$ cat src/rtl/sed_sched_pkg.sv
// Shared types and constants for the SEDGA check scheduler.
//   state_t    : scheduler FSM states
//   SETTLE_LEN : cycles spent settling after SEDDONE rises, before sampling SEDERR
//   SYNC_DEPTH : flop stages on the SEDGA status inputs
package sed_sched_pkg;

    typedef enum logic [2:0] {
        ST_DISABLED = 3'd0,
        ST_WARMUP   = 3'd1,
        ST_IDLE     = 3'd2,
        ST_LAUNCH   = 3'd3,
        ST_RUN      = 3'd4,
        ST_SETTLE   = 3'd5,
        ST_RELEASE  = 3'd6
    } state_t;

    localparam int unsigned SETTLE_LEN = 2;
    localparam int unsigned SYNC_DEPTH = 2;

endpackage

$ cat src/rtl/sed_sync.sv
// Multi-flop synchronizer for SEDGA status bits crossing from the SEDCLKOUT domain.
//   clk : destination clock
//   rst : synchronous active-high reset
//   d   : asynchronous inputs
//   q   : synchronized outputs (SYNC_DEPTH cycles of latency)
module sed_sync
    import sed_sched_pkg::*;
#(
    parameter int unsigned W = 1
) (
    input  logic         clk,
    input  logic         rst,
    input  logic [W-1:0] d,
    output logic [W-1:0] q
);

    logic [W-1:0] stage [SYNC_DEPTH];

    always_ff @(posedge clk) begin
        if (rst) begin
            for (int i = 0; i < SYNC_DEPTH; i++) stage[i] <= '0;
        end else begin
            stage[0] <= d;
            for (int i = 1; i < SYNC_DEPTH; i++) stage[i] <= stage[i-1];
        end
    end

    assign q = stage[SYNC_DEPTH-1];

endmodule

$ cat src/rtl/sed_scheduler.sv
// Sequencer for the SEDGA soft-error-detection primitive: power-up warmup,
// periodic/requested CRC checks with START/INPROG/DONE handshake, optional
// forced error, per-phase watchdog and sticky result reporting.
//   CLK, RST                      : fabric clock, synchronous active-high reset
//   EN, REQ, INJ, CLR             : enable, check request, error inject, clear
//   SEDENABLE/SEDSTART/SEDFRCERR  : drive SEDGA
//   SEDDONE/SEDINPROG/SEDERR      : SEDGA status (async)
//   BUSY, CHKDONE, CHKERR         : check in progress, per-check pulse and result
//   ERRFLAG, TOFLAG, ERRCNT       : sticky error, sticky timeout, saturating count
module sed_scheduler
    import sed_sched_pkg::*;
#(
    parameter int unsigned INTERVAL    = 0,
    parameter int unsigned WARMUP_CYC  = 64,
    parameter int unsigned TIMEOUT_CYC = 2**24,
    parameter int unsigned ERRCNT_W    = 8
) (
    input  logic                CLK,
    input  logic                RST,
    input  logic                EN,
    input  logic                REQ,
    input  logic                INJ,
    input  logic                CLR,
    output logic                SEDENABLE,
    output logic                SEDSTART,
    output logic                SEDFRCERR,
    input  logic                SEDDONE,
    input  logic                SEDINPROG,
    input  logic                SEDERR,
    output logic                BUSY,
    output logic                CHKDONE,
    output logic                CHKERR,
    output logic                ERRFLAG,
    output logic                TOFLAG,
    output logic [ERRCNT_W-1:0] ERRCNT
);

    localparam int unsigned WARM_W = $clog2(WARMUP_CYC + 2);
    localparam int unsigned WD_W   = $clog2(TIMEOUT_CYC + 2);
    localparam int unsigned IVL_W  = $clog2(INTERVAL + 2);
    localparam int unsigned SET_W  = $clog2(SETTLE_LEN + 1);

    localparam logic [WARM_W-1:0] WARM_LAST = WARM_W'((WARMUP_CYC > 0) ? WARMUP_CYC - 1 : 0);
    localparam logic [WD_W-1:0]   WD_LAST   = WD_W'((TIMEOUT_CYC > 0) ? TIMEOUT_CYC - 1 : 0);
    localparam logic [IVL_W-1:0]  IVL_LAST  = IVL_W'((INTERVAL > 0) ? INTERVAL - 1 : 0);
    localparam logic [SET_W-1:0]  SET_LAST  = SET_W'(SETTLE_LEN - 1);

    state_t              state;
    logic                pending;
    logic [WARM_W-1:0]   warm_cnt;
    logic [WD_W-1:0]     wd_cnt;
    logic [IVL_W-1:0]    ivl_cnt;
    logic [SET_W-1:0]    set_cnt;
    logic                sdone, sinprog, serr, sdone_q;
    logic                to_evt;
    logic [2:0]          sync_q;

    logic                ivl_exp, launch_req, wd_active, phase_exit, wd_fire, err_evt;
    logic [ERRCNT_W-1:0] cnt_base;

    sed_sync #(.W(3)) u_sync (
        .clk (CLK),
        .rst (RST),
        .d   ({SEDDONE, SEDINPROG, SEDERR}),
        .q   (sync_q)
    );
    assign {sdone, sinprog, serr} = sync_q;

    // Interval timer only counts in IDLE, so expiry is only meaningful there.
    assign ivl_exp    = (INTERVAL != 0) && (state == ST_IDLE) && (ivl_cnt == IVL_LAST);
    // REQ/expiry in the IDLE exit cycle are folded into this launch.
    assign launch_req = pending | REQ | ivl_exp;

    // Which phases are watched, and the condition that ends each one.
    always_comb begin
        wd_active  = 1'b0;
        phase_exit = 1'b0;
        case (state)
            ST_LAUNCH:  begin wd_active = 1'b1; phase_exit = sinprog;            end
            ST_RUN:     begin wd_active = 1'b1; phase_exit = sdone & ~sdone_q;   end
            ST_RELEASE: begin wd_active = 1'b1; phase_exit = ~sinprog;           end
            default:    ;
        endcase
    end

    assign wd_fire = wd_active && !phase_exit && (wd_cnt == WD_LAST);

    // Scheduler FSM with its timers and the SEDGA-facing outputs.
    always_ff @(posedge CLK) begin
        if (RST) begin
            state     <= ST_DISABLED;
            pending   <= 1'b0;
            warm_cnt  <= '0;
            wd_cnt    <= '0;
            ivl_cnt   <= '0;
            set_cnt   <= '0;
            sdone_q   <= 1'b0;
            to_evt    <= 1'b0;
            SEDENABLE <= 1'b0;
            SEDSTART  <= 1'b0;
            SEDFRCERR <= 1'b0;
            BUSY      <= 1'b0;
            CHKDONE   <= 1'b0;
            CHKERR    <= 1'b0;
        end else begin
            CHKDONE <= 1'b0;
            to_evt  <= 1'b0;
            sdone_q <= sdone;
            if (REQ || ivl_exp) pending <= 1'b1;

            if (!EN) begin
                state     <= ST_DISABLED;
                pending   <= 1'b0;
                warm_cnt  <= '0;
                wd_cnt    <= '0;
                ivl_cnt   <= '0;
                SEDENABLE <= 1'b0;
                SEDSTART  <= 1'b0;
                SEDFRCERR <= 1'b0;
                BUSY      <= 1'b0;
            end else if (wd_fire) begin
                // Stuck handshake: report a failed check and re-power SEDGA.
                state     <= ST_WARMUP;
                warm_cnt  <= '0;
                wd_cnt    <= '0;
                ivl_cnt   <= '0;
                SEDENABLE <= 1'b0;
                SEDSTART  <= 1'b0;
                SEDFRCERR <= 1'b0;
                CHKDONE   <= 1'b1;
                CHKERR    <= 1'b1;
                to_evt    <= 1'b1;
            end else begin
                if (wd_active) wd_cnt <= phase_exit ? '0 : wd_cnt + WD_W'(1);
                case (state)
                    ST_DISABLED: begin
                        state    <= ST_WARMUP;
                        warm_cnt <= '0;
                    end
                    ST_WARMUP: begin
                        SEDENABLE <= 1'b1;
                        if (warm_cnt == WARM_LAST) begin
                            state    <= ST_IDLE;
                            warm_cnt <= '0;
                            BUSY     <= 1'b0;
                        end else begin
                            warm_cnt <= warm_cnt + WARM_W'(1);
                        end
                    end
                    ST_IDLE: begin
                        if (launch_req) begin
                            state     <= ST_LAUNCH;
                            pending   <= 1'b0;
                            wd_cnt    <= '0;
                            SEDSTART  <= 1'b1;
                            SEDFRCERR <= INJ;
                            BUSY      <= 1'b1;
                        end else if (INTERVAL != 0) begin
                            ivl_cnt <= ivl_cnt + IVL_W'(1);
                        end
                    end
                    ST_LAUNCH: begin
                        if (sinprog) state <= ST_RUN;
                    end
                    ST_RUN: begin
                        if (phase_exit) begin
                            state   <= ST_SETTLE;
                            set_cnt <= '0;
                        end
                    end
                    ST_SETTLE: begin
                        if (set_cnt == SET_LAST) begin
                            state     <= ST_RELEASE;
                            SEDSTART  <= 1'b0;
                            SEDFRCERR <= 1'b0;
                            CHKDONE   <= 1'b1;
                            CHKERR    <= serr;
                        end else begin
                            set_cnt <= set_cnt + SET_W'(1);
                        end
                    end
                    ST_RELEASE: begin
                        if (phase_exit) begin
                            state   <= ST_IDLE;
                            ivl_cnt <= '0;
                            BUSY    <= 1'b0;
                        end
                    end
                    default: state <= ST_DISABLED;
                endcase
            end
        end
    end

    // Result bookkeeping trails CHKDONE by one cycle; CLR takes effect before a same-cycle error.
    assign err_evt  = CHKDONE & CHKERR;
    assign cnt_base = CLR ? '0 : ERRCNT;

    always_ff @(posedge CLK) begin
        if (RST) begin
            ERRFLAG <= 1'b0;
            TOFLAG  <= 1'b0;
            ERRCNT  <= '0;
        end else begin
            ERRFLAG <= (ERRFLAG & ~CLR) | err_evt;
            TOFLAG  <= (TOFLAG & ~CLR) | to_evt;
            if (err_evt && (cnt_base != '1)) ERRCNT <= cnt_base + ERRCNT_W'(1);
            else                             ERRCNT <= cnt_base;
        end
    end

endmodule
$ cat config.mk
export PLATFORM = sky130hd
export DESIGN_NAME = sed_scheduler
export DESIGN_NICKNAME = d
export VERILOG_FILES = /design/src/rtl/sed_sched_pkg.sv /design/src/rtl/sed_sync.sv /design/src/rtl/sed_scheduler.sv
export SDC_FILE = /design/constraint.sdc
export NUM_CORES = 1
export LEC_CHECK = 0
export CAP_MARGIN = 25
export CORE_MARGIN = 3
export CORE_UTILIZATION = 54
export CTS_BUF_LIST = sky130_fd_sc_hd__clkbuf_2 sky130_fd_sc_hd__clkbuf_4 sky130_fd_sc_hd__clkbuf_8
export CTS_CLUSTER_DIAMETER = 30
export DETAILED_ROUTE_END_ITERATION = 8
export PLACE_DENSITY = 0.83
export SETUP_SLACK_MARGIN = 0.02
export SLEW_MARGIN = 20
export SYNTH_ARGS = -nofsm -noshare
export SYNTH_HDL_FRONTEND = slang
export SYNTH_SLANG_ARGS = --single-unit
$ cat constraint.sdc
create_clock -name CLK -period 1.95 [get_ports CLK]
set_clock_uncertainty 0.2 [all_clocks]
set_input_delay 0.4875 -clock CLK [delete_from_list [all_inputs] [get_ports CLK]]
set_output_delay 0.4875 -clock CLK [all_outputs]
set_load 0.02 [all_outputs]
==> results of run 1 <==
-- registers in the layout, indices dropped and copies added (netlist names) --
register,count
TOFLAG,1
SEDFRCERR,1
sdone_q,1
to_evt,1
ERRCNT,8
state,3
warm_cnt,7
pending,1
set_cnt,2
SEDSTART,1
CHKERR,1
u_sync.stage,6
CHKDONE,1
wd_cnt,25
BUSY,1
ERRFLAG,1
SEDENABLE,1
-- report_power, final --
part | internal (mW) | switching, mW
logic | 0.0563 | 0.0615
registers | 1.27 | 0.00578
clock network | 0.749 | 0.515
-- repair_timing --
item	in CTS	in global routing
buffers inserted	2	8
gates resized for setup	33	29
setup endpoints to repair	58	43
cloned	0	1
pin swaps	2	13
-- worst paths after layout --
check | end | slack, ps | depth (start not counted)
worst min-delay path | u_sync.stage[0][5]$_SDFF_PP0_ | 250 | 1
worst max register to register | wd_cnt[18]$_SDFF_PP0_ | 50 | 5
worst max-delay path | wd_cnt[18]$_SDFF_PP0_ | 50 | 5
worst min register to register | u_sync.stage[0][5]$_SDFF_PP0_ | 250 | 1
-- cell type report --
class,count,area [um2]
clock buffers,10,138
repair buffers,73,621
well taps,67,83.8
inverters,9,33.8
flip-flops and latches,62,1270
fillers,307,1040
clock inverters,6,85.1
multi-input cells,250,1640
-- logic make-up (layout without fill, tap and decap cells) --
group                      after synthesis  in the layout
DFF                                     62             62
buffers and inverters                   24             98
and+or+nand+nor                        168            168
adders and majority gates                4              4
muxes                                    2              2
AOI/OAI and AO/OA                       50             50
xor gates and xnor gates                26             26
-- worst max-delay path, cell delays in order, from the launching register on --
cell and delay (ps):
dfxtp_4 370, nand4_4 140, or2_1 270, or3_4 370
or3_1 340, a21oi_2 140
-- metal layers --
metal  vias up  share of wire (%)  GRT usage (%)
li1       1315                  -              -
met1      1273                 41           25.4
met2        62                 52           41.0
met3        15                4.5           7.45
met4         0                1.9           6.12
met5         -                  0              0
-- synth_stat cells, types with 2 or more instances --
cell,instances,area (um2)
a211oi_1,2,15.0
a21oi_1,23,115
a31oi_1,5,31.3
and3_1,3,18.8
and3b_1,2,17.5
and4_1,2,17.5
buf_1,2,7.51
buf_2,4,20.0
clkbuf_1,8,30.0
dfxtp_1,62,1240
ha_1,4,50.1
inv_1,9,33.8
mux2i_1,2,20.0
nand2_1,25,93.8
nand2b_1,5,31.3
nand3_1,21,105
nand3b_1,2,15.0
nand4_1,7,43.8
nand4b_1,2,17.5
nor2_1,43,161
nor2b_1,13,81.3
nor3_1,16,80.1
nor3b_1,2,15.0
nor4_1,9,56.3
nor4b_1,2,17.5
o211a_1,2,20.0
o21ai_0,7,35.0
o31ai_1,2,15.0
or2_2,2,12.5
or3_1,5,31.3
xnor2_1,21,184
xor2_1,5,43.8
==> run_results.csv, run 1 <==
group,metric,value,unit
status,status,"complete, no violations",
synth,synth-async-reset-ratio,0,%
setup_path,crit_path_end_kind,"flop",
power_and_ir_drop,p_leak,1.47,nW
placed_design,place_inst,450,
layout,fin_util,78.8,%
min_path,hold_path_class,"flop to flop",
setup_path,critPathRequiredTime,2030,ps
floorplanning,ios,25,
detailed_routing,drc_errors,0,
clocking,htreeDepth,3,
timing,final.setup.worst_slack,47.0,ps
layout,synthToLayoutAreaGrowth,35.9,%
timing,tightest_slew,379,ps
synth,yosysWarnings,0,
detailed_routing,firstDrtPassIters,4,
layout,fin_nets,418,
setup_path,setup.worst_path.start_class,"flop",
clocking,insertion_delay,350,ps
placed_design,place_congestion,0.867,
detailed_routing,wirelength,7260,um
layout,fin_cells,477,
grt,first_global_vias,2504,
min_path,min-delay-start,"u_sync.stage[0][2]$_SDFF_PP0_",
grt,grt_pass1_wl,11100,um
synth,yosys.area_share.adder,1.76,%
synth,synth_seq_area_share,43.6,%
setup_path,cp-startpoint,"wd_cnt[10]$_SDFF_PP0_",
clocking,cts_inserted_buffers,9,
timing,whs,247,ps
layout,layout-drive-gt1-share,26.6,%
grt,overflow,0,
detailed_routing,wl_per_cell,15.2,um
timing,hold_violations,0,
job,cap_violations,0,
synth,synth_area_per_cell,8.47,um2
power_and_ir_drop,peakVddDrop,0.000622,V
synth,synth.distinct_cells,49,
placed_design,hpwl,4400,um
clocking,ctsHoldBuffers,0,
detailed_routing,drt_iter0_drc,102,
power_and_ir_drop,power.density,687,nW/um2
floorplanning,rows,25,
grt,grt_max_degree,21,
timing,fin_crit_sh,97.6,%
floorplanning,die_x,78.6,um
floorplanning,die_y,78.6,um
grt,grt_util_all_layers,22.7,%
timing,max_freq,0.525,GHz
timing,tns,0,ps
synth,muxShareOfSynthArea,0.704,%
detailed_routing,via_count,2665,
layout,final_cell_mix,"dfxtp_1, buf_4, nor2_1",
placed_design,dp_worst_setup_slack,-574,ps
timing,slew_viol_final,0,
detailed_routing,drt.antenna.violating_nets,0,
synth,synth_nets,349,
synth,synthXorXnorAreaFrac,8.00,%
setup_path,crit_path_max_fanout,7,
synth,synth_compound_area_share,11.3,%
clocking,clock-sinks,62,
clocking,cts_buffer_depth,2,
setup_path,r2r_start,"wd_cnt[10]$_SDFF_PP0_",
detailed_routing,vias_per_cell,5.59,
layout,finalInstanceArea,3870,um2
clocking,path_clk_slew,70,ps
synth,synth_flop_cell,"dfxtp_1",
grt,antenna_found_initial,0,
synth,ys_seq_elements,62,
synth,syn_area,2850,um2
synth,synthSimpleGateAreaFrac,31.0,%
clocking,clockRootBuffer,"clkbuf_8",
timing,slew_headroom,74.1,%
synth,synth_edf_count,0,
synth,synth_top_family_by_area,"simple AND/OR/NAND/NOR gates",
floorplanning,core_area,4910,um2
layout,diodes,0,
synth,postSynthCellCount,336,
timing,fin_crit,1900,ps
timing,setup_viol,0,
setup_path,crit_type,"flop to flop",
clocking,cts_tree,"done",
power_and_ir_drop,fin_total_pwr,2.66,mW
timing,rsz0062_at_grt,"true",
setup_path,cp.arrival,1980,ps
floorplanning,die_area,6180,um2
floorplanning,start_util,57.9,%
placed_design,port-buffer-count,24,
layout,final_common_cell,"dfxtp_1",
placed_design,placed_area,3420,um2
Power figures use the tool's default switching activity.
==> inputs of run 2 (changes only) <==
- CORE_UTILIZATION: 54 -> 51
- PLACE_DENSITY: 0.83 -> 0.8
==> run 2 against run 1 <==
- sequential power about the same
- first-iteration DRC count up 64%
- non-clock buffer count down 7
- core utilization down 8.3 points
- count of clock-buffer cells in the layout up 1
- routed wire length down 12%
- clock power down 31%
- power down 15%
- global-route usage down 1.2 points
- sequential cell count unchanged
- combinational power down 13%
- largest power group unchanged
- highest routed layer unchanged
==> run_results.csv, run 2 (synthesis gave the netlist of run 1 again) <==
group,metric,value,unit
layout,finalInstanceArea,3690,um2
setup_path,setup.worst_path.start_class,"flop",
job,cap_violations,0,
setup_path,path_delay_family,"simple AND/OR/NAND/NOR gates",
power_and_ir_drop,pwr-share-clk,38.7,%
grt,grt_max_degree,21,
clocking,cts_inserted_buffers,9,
setup_path,critPathRequiredTime,2000,ps
layout,fin_nets,411,
min_path,hold_path_class,"flop to flop",
grt,grt_pass1_wl,10800,um
layout,final_cell_mix,"dfxtp_1, nor2_1, buf_4",
clocking,ctsHoldBuffers,0,
setup_path,crit_path_end_kind,"flop",
clocking,insertion_delay,330,ps
detailed_routing,vias_per_cell,5.54,
floorplanning,start_util,54.3,%
power_and_ir_drop,p_switching,481,uW
timing,rsz0062_at_grt,"true",
layout,reg.largest.list,"wd_cnt: 25 flops, ERRCNT: 8 flops, warm_cnt: 7 flops",
layout,fin_util,70.5,%
power_and_ir_drop,power.combinational.fraction,4.6,%
timing,setup_viol,0,
detailed_routing,wirelength,6370,um
detailed_routing,firstDrtPassIters,4,
detailed_routing,drt_iter0_drc,167,
timing,hold_violations,0,
detailed_routing,drt.antenna.violating_nets,0,
grt,overflow,0,
setup_path,crit_path_max_fanout,4,
power_and_ir_drop,fin_total_pwr,2.26,mW
placed_design,hpwl,4300,um
layout,diodes,0,
detailed_routing,wl_per_cell,13.6,um
clocking,path_clk_slew,60,ps
grt,grt_util_all_layers,21.5,%
floorplanning,die_y,80.7,um
layout,regMostFlops,"wd_cnt",
floorplanning,die_x,80.7,um
power_and_ir_drop,power.density,611,nW/um2
setup_path,cpPeakStageDelay,330,ps
detailed_routing,via_count,2595,
clocking,clockRootBuffer,"clkbuf_8",
setup_path,crit_type,"flop to flop",
clocking,cts_tree,"done",
setup_path,cp.arrival,1980,ps
floorplanning,rows,26,
layout,synthToLayoutAreaGrowth,29.8,%
timing,slew_headroom,72.0,%
grt,first_global_vias,2424,
setup_path,cp_cell_sequence,"nor2b_4 -> ha_2 -> and3b_2 -> a41oi_4 -> buf_6 -> nand4_1 -> xor2_1 -> nor3_1",
layout,layout-drive-gt1-share,23.4,%
clocking,htreeDepth,3,
clocking,clock-sinks,62,
setup_path,cpMaxStageDelayCell,"dfxtp_2",
setup_path,timing.critical_path.buf_inv,1,
power_and_ir_drop,pwr-share-seq,56.7,%
status,status,"complete, no violations",
placed_design,place_congestion,0.846,
power_and_ir_drop,intPower,1.78,mW
layout,final_common_cell,"dfxtp_1",
timing,fin_crit_sh,99.1,%
detailed_routing,drc_errors,0,
timing,slew_viol_final,0,
floorplanning,ios,25,
timing,tightest_slew,418,ps
layout,largest_reg_flops,25,
placed_design,placed_area,3380,um2
timing,max_freq,0.517,GHz
floorplanning,core_area,5240,um2
floorplanning,die_area,6510,um2
power_and_ir_drop,peakVddDrop,0.000501,V
timing,tns,0,ps
grt,antenna_found_initial,0,
power_and_ir_drop,switching_share,21.3,%
timing,whs,241,ps
timing,fin_crit,1930,ps
placed_design,port-buffer-count,24,
power_and_ir_drop,p_leak,1.36,nW
clocking,cts_buffer_depth,2,
[run 2: power by group through the flow]
stage	combinational [mW]	clock (mW)	sequential [mW]
2_1_floorplan	0.0471	0	1.31
3_3_place_gp	0.0948	0	1.31
3_5_place_dp	0.0954	0	1.31
4_1_cts	0.0968	0.909	1.28
5_1_grt	0.114	0.964	1.28
6_report	0.103	0.874	1.28
[run 2: worst paths after layout]
kind	cells past startpoint	to	slack, ps	startpoint
worst min register to register	1	u_sync.stage[0][5]$_SDFF_PP0_	240	u_sync.stage[0][2]$_SDFF_PP0_
worst min-delay path	1	u_sync.stage[0][5]$_SDFF_PP0_	240	u_sync.stage[0][2]$_SDFF_PP0_
worst max register to register	8	ERRCNT[3]$_SDFF_PP0_	20	ERRCNT[0]$_SDFF_PP0_
worst max-delay path	8	ERRCNT[3]$_SDFF_PP0_	20	ERRCNT[0]$_SDFF_PP0_
[run 2: stage by stage]
step	setup WS [ps]	std cells
after global routing	-50.6	468
after detailed placement	-579	449
after global placement	-477	449
after floorplan	22.8	336
after CTS	31.7	464
final	16.6	468
[run 2: layer usage]
layer | share of wire [%] | GRT usage [%] | vias to the layer above
li1 | - | - | 1303
met1 | 44 | 25.2 | 1213
met2 | 50 | 35.9 | 68
met3 | 4.8 | 7.96 | 11
met4 | 1.3 | 7.26 | 0
met5 | 0 | 0 | -
[run 2: cell type report]
cell class                 count  area (um2)
clock buffer                  11         139
fill                         394        1550
inverter                       9        33.8
multi-input combinational    250        1620
sequential                    62        1260
tap                           70        87.6
timing repair buffer          66         553
[run 2: what timing repair did]
item	4_1_cts	5_1_grt
gates resized for setup	25	33
hold endpoints to repair	0	0
pin swaps	3	9
endpoints found under the setup margin	40	47
setup buffers	4	4
